==> config.mk <==
export PLATFORM = sky130hd
export DESIGN_NAME = adder_8b
export DESIGN_NICKNAME = d
export VERILOG_FILES = /design/src/rtl/adder_8b_pkg.sv /design/src/rtl/adder_8b_core.sv /design/src/rtl/adder_8b.sv
export SDC_FILE = /design/constraint.sdc
export NUM_CORES = 1
export LEC_CHECK = 0
export CORE_AREA = 2 2 39 41
export CTS_CLUSTER_SIZE = 8
export DETAILED_ROUTE_END_ITERATION = 8
export DIE_AREA = 0 0 41 43
export PLACE_DENSITY_LB_ADDON = 0.1
export SLEW_MARGIN = 10
export SYNTH_ARGS = -nofsm -noshare
export SYNTH_HDL_FRONTEND = slang
export SYNTH_SLANG_ARGS = --single-unit
==> constraint.sdc <==
create_clock -name clk -period 1.5 [get_ports clk]
set_clock_uncertainty 0.15 [all_clocks]
set_input_delay 0.225 -clock clk [delete_from_list [all_inputs] [get_ports clk]]
set_output_delay 0.225 -clock clk [all_outputs]
set_load 0.01 [all_outputs]
==> src/rtl/adder_8b_pkg.sv <==
// adder_8b_pkg: shared defaults and helpers for the adder_8b slice.
// The overflow behaviour is selected by the ADDER_SATURATE_EN macro.
package adder_8b_pkg;

    localparam int unsigned DEFAULT_WIDTH = 8;
    localparam int unsigned DEFAULT_INC   = 1;

    // All-ones value for the given width, right-aligned in a 64-bit word.
    function automatic logic [63:0] all_ones(input int unsigned width);
        return (64'd1 << width) - 64'd1;
    endfunction

endpackage : adder_8b_pkg

==> src/rtl/adder_8b_core.sv <==
// adder_8b_core: combinational A + inc with optional saturation.
// Macro ADDER_SATURATE_EN clamps the result to all-ones on overflow;
// without it the result wraps modulo 2^WIDTH. Carry is the raw MSB carry
// in both builds.
module adder_8b_core
    import adder_8b_pkg::*;
#(
    parameter int unsigned WIDTH = DEFAULT_WIDTH
) (
    input  logic [WIDTH-1:0] A,
    input  logic [WIDTH-1:0] inc,
    output logic [WIDTH-1:0] sum,
    output logic             carry
);

`ifdef ADDER_SATURATE_EN
    localparam logic [WIDTH-1:0] SAT_VALUE = WIDTH'(all_ones(WIDTH));
`endif

    logic [WIDTH:0] full_sum;

    // Widened add, then select wrapped or clamped low bits.
    always_comb begin
        full_sum = {1'b0, A} + {1'b0, inc};
        carry    = full_sum[WIDTH];
`ifdef ADDER_SATURATE_EN
        sum      = full_sum[WIDTH] ? SAT_VALUE : full_sum[WIDTH-1:0];
`else
        sum      = full_sum[WIDTH-1:0];
`endif
    end

endmodule : adder_8b_core

==> src/rtl/adder_8b.sv <==
// adder_8b: registered A + INC with one-cycle latency and a valid strobe.
// Overflow handling is selected by macro ADDER_SATURATE_EN (see core).
module adder_8b
    import adder_8b_pkg::*;
#(
    parameter int unsigned WIDTH = DEFAULT_WIDTH,
    parameter int unsigned INC   = DEFAULT_INC
) (
    input  logic             clk,
    input  logic             reset_n,
    input  logic [WIDTH-1:0] A,
    input  logic             in_valid,
    output logic [WIDTH-1:0] out,
    output logic             out_valid,
    output logic             carry_out
);

    // Only the low WIDTH bits of the increment take part in the add.
    localparam logic [WIDTH-1:0] INC_W = WIDTH'(INC);

    logic [WIDTH-1:0] core_sum;
    logic             core_carry;

    logic [WIDTH-1:0] out_d,   out_q;
    logic             carry_d, carry_q;
    logic             valid_d, valid_q;

    adder_8b_core #(
        .WIDTH (WIDTH)
    ) u_core (
        .A     (A),
        .inc   (INC_W),
        .sum   (core_sum),
        .carry (core_carry)
    );

    // Capture a new result on valid input, otherwise hold; strobe is one cycle.
    always_comb begin
        out_d   = out_q;
        carry_d = carry_q;
        valid_d = 1'b0;
        if (in_valid) begin
            out_d   = core_sum;
            carry_d = core_carry;
            valid_d = 1'b1;
        end
    end

    // Output registers with asynchronous active-low clear.
    always_ff @(posedge clk or negedge reset_n) begin
        if (!reset_n) begin
            out_q   <= '0;
            carry_q <= 1'b0;
            valid_q <= 1'b0;
        end else begin
            out_q   <= out_d;
            carry_q <= carry_d;
            valid_q <= valid_d;
        end
    end

    assign out       = out_q;
    assign carry_out = carry_q;
    assign out_valid = valid_q;

endmodule : adder_8b

* Word-level counts from Yosys, hierarchy flattened *
Index checks and enable logic that the tools add are counted.

cells by class
  muxes and demuxes = 1
  add/subtract/negate cells = 1

operators with widths
  operator               number
  $add A8 B1 Y9 const B  1
  $mux W1                1

word-level totals
  input port bits = 11
  word-level logic and storage cells = 5
  register bits after elaboration = 10

* Longest topological paths before layout *
  depth after elaboration = 1
  mapped depth = 4
  gate-level depth less buffers = 4

* Hierarchy *
Synthesis repeated with hierarchy kept, for this count alone.

second synthesis, totals
  cell total of the unflattened synthesis = 64
  area total of the unflattened synthesis = 728.2 um^2

by module, submodules not included
  module         area an instance (um^2)  cells an instance  instances
  adder_8b       404.1                    22                 1
  adder_8b_core  324.1                    42                 1

* Worst setup path after synthesis *
OpenSTA, ideal clock, no wires.

  path type = input to register
  from = in A[0]
  to = reg out_q[6], in the netlist out[6]
  setup slack = 0.304 ns
  arrival = 0.964 ns
  stages on the path = 4
  path buffers = 0
  required time = 1.268 ns
  setup time = 0.082 ns
  path through = ha_1 nand2_1 or3_1 a31oi_1

on the way
  longest elaborated chain between the ends = 1

RTL lines
  item                    RTL line             text
  start: declaration      adder_8b.sv:11       input logic [WIDTH-1:0] A,
  $add A8 B1 Y9           adder_8b_core.sv:24  full_sum = {1'b0, A} + {1'b0, inc};
  end signal: assignment  adder_8b.sv:56       out_q <= out_d;
  end: declaration        adder_8b.sv:24       logic [WIDTH-1:0] out_d, out_q;

Every way passes these cells.
A chain may end at the register's enable or synchronous reset.

* Final worst setup path *
  from = in A[2]
  to = reg out_q[7], in the netlist out[7]

The elaborated chain is that of the path after synthesis.

==> impl_metrics.ini <==
[outcome]
status = completed

[floorplanning]
start_util = 0.3291
io_pins = 21
die_height_um = 43
fp.dieW_um = 41
fp.coreArea_um2 = 1384
num_rows = 14
die-area_um2 = 1763

[power_and_ir_drop]
cellPowerDensity_nw_per_um2 = 899.4
total_power_mw = 0.7112
p_leak_nw = 0.3556
irDropWorstVdd_uv = 475.4

[worst_hold_path]
hp-start = A[0]
min_to = out[0]
hp-class = in2reg
hold_depth = 2

[run]
drv_cap = 0

[worst_setup_path]
cp-end-kind = flop
path_class = in2reg
reg2reg_depth = 1
rrSetupSlack_ps = 600
cp_data_required_time_ps = 1560
worstReg2RegEnd = out[1]
slowest_delay_ps = 550
cp_top_family = buffers and inverters
startpoint_type = input pin
critPathBufInv = 1
reg2reg_from = out[1]
critPathSlowestCell = clkdlybuf4s50_1
crit_chain = clkdlybuf4s50_1 > nand3_2 > or3_1 > a31oi_1
crit_arrival_ps = 1450
crit_fanout = 4
crit_path_start = A[2]

[final_layout]
seq_area_um2 = 250.2
drive_gt1_frac = 0.2375
instances_no_fill = 96
fillers = 135
insertedDiodeCount = 0
area_growth_pct = 73.63
multi_input_area_um2 = 200.2
nNetsFinal = 93
fin_util = 0.5714
finish.instance_area_um2 = 790.8

[routing]
ant_nets = 0
vias = 468
viasPerCell = 4.875
wirelength_um = 1079
drtIter0Drc = 9
route.detailed.drc = 0
dr.pass1.iters = 5
routedWlPerCell_um = 11.24

[logic_synthesis]
synth_edf_count = 0
syn_nets = 57
synth.distinct_cells = 17
ys_ff_latch = 10
synthesis.area_um2 = 455.4
synth_seq_area_share = 0.5495
postSynthAreaPerCell_um2 = 10.12
yosysWarnings = 0
synthCells = 45
async_reset_ff_frac = 1.000
ys.flop_type = dfrtp_1

[clocking]
clock_sinks = 10
cts.clk_slew.worst_paths_ps = 70
tritoncts = done
cts_buffer_depth = 2
clock_latency_ps = 280
htreeDepth = 1
cts_setup_buffers = 0
cts_root_buffer = clkbuf_4
holdBufCountCts = 0
cts_buffers = 3

[sta]
max_freq_mhz = 718.4
whs_ps = 73.00
worst_pin_slew_ps = 479.0
hold_viol_final = 0
min_period_ps = 1392
finalMaxSlewViolations = 0
maxSlewHeadroom = 0.6797
setup_violations = 0
rsz0062_at_grt = false
fin_crit_sh = 0.9280
layout_setup_ws_ps = 108.0
setup_tns_ps = 0

[placement]
gp_congestion = 0.7323
dpl.hpwl_um = 814.8
pre_cts_slack_ps = -216.4
placed_cells = 92
port_buffers = 20
placed_area_um2 = 762.0

[grt]
grt_max_degree = 11
grt_overflow_total = 0
grt_pass1_wl_um = 1704
first_global_vias = 402
grt.total_usage = 0.1527
antenna_found_initial = 0
==> worst max path at each step <==
stage	cells past startpoint	to
2_1_floorplan	4	out[6]
3_3_place_gp	5	out[5]
3_5_place_dp	5	out[7]
4_1_cts	5	out[7]
5_1_grt	5	out[6]
6_report	4	out[7]
==> power breakdown <==
part	switching, mW	internal [mW]	leakage [nW]
combinational	0.0667	0.0844	0.218
clock	0.108	0.148	0.0210
sequential	0.0103	0.294	0.116
==> kinds of logic after synthesis <==
group,Yosys count,share of synthesized area
mux,1,0.02472
xor+xnor,3,0.05770
fa+ha+maj,1,0.02747
simple gates,17,0.1868
buf+inv,2,0.01647
compound gates,11,0.1374
flops,10,0.5495
==> registers in the layout, summed over array words and instances, names as in the netlist <==
signal	cells
carry_out	1
out	8
out_valid	1
==> timing repair <==
| action | in CTS | in global routing |
|---|---|---|
| pin swaps | 0 | 1 |
| gates cloned | 0 | 0 |
| endpoints found under the setup margin | 10 | 1 |
| gates resized for setup | 10 | 2 |
==> cell usage in the layout, fill, tap and decap left out, types with 2 or more instances in the layout <==
master | Yosys | layout
xor2_1 | 2 | 2
dfrtp_1 | 10 | 10
a21oi_1 | 3 | 3
o21ai_0 | 4 | 4
nand4_1 | 2 | 2
nand2_1 | 3 | 3
buf_4 | 0 | 12
clkbuf_4 | 0 | 3
nor2_1 | 6 | 6
a31oi_1 | 3 | 3
dlygate4sd2_1 | 0 | 10
nand3_1 | 2 | 2
clkdlybuf4s50_1 | 0 | 9
or3_1 | 3 | 3
==> cells in the mapped netlist, types with 2 or more instances <==
master,count,area share
nand3_1,2,0.022
nand2_1,3,0.025
nand4_1,2,0.027
o21ai_0,4,0.044
a21oi_1,3,0.033
xor2_1,2,0.038
a31oi_1,3,0.041
dfrtp_1,10,0.55
or3_1,3,0.041
nor2_1,6,0.049
==> metal layers <==
| layer | routed length (um) | global-route usage |
|---|---|---|
| met3 | 78 | 0.05236 |
| met2 | 488 | 0.2000 |
| met5 | 0 | 0 |
| met1 | 481 | 0.1941 |
| met4 | 30 | 0.1200 |
==> cell type report <==
| type | instances | area share |
|---|---|---|
| Clock buffer | 4 | 0.04589 |
| Inverter | 1 | 0.004747 |
| Tap cell | 16 | 0.02532 |
| Sequential cell | 10 | 0.3165 |
| Timing Repair Buffer | 32 | 0.3544 |
| Multi-Input combinational cell | 33 | 0.2532 |
(Power assumes the default switching activity.)
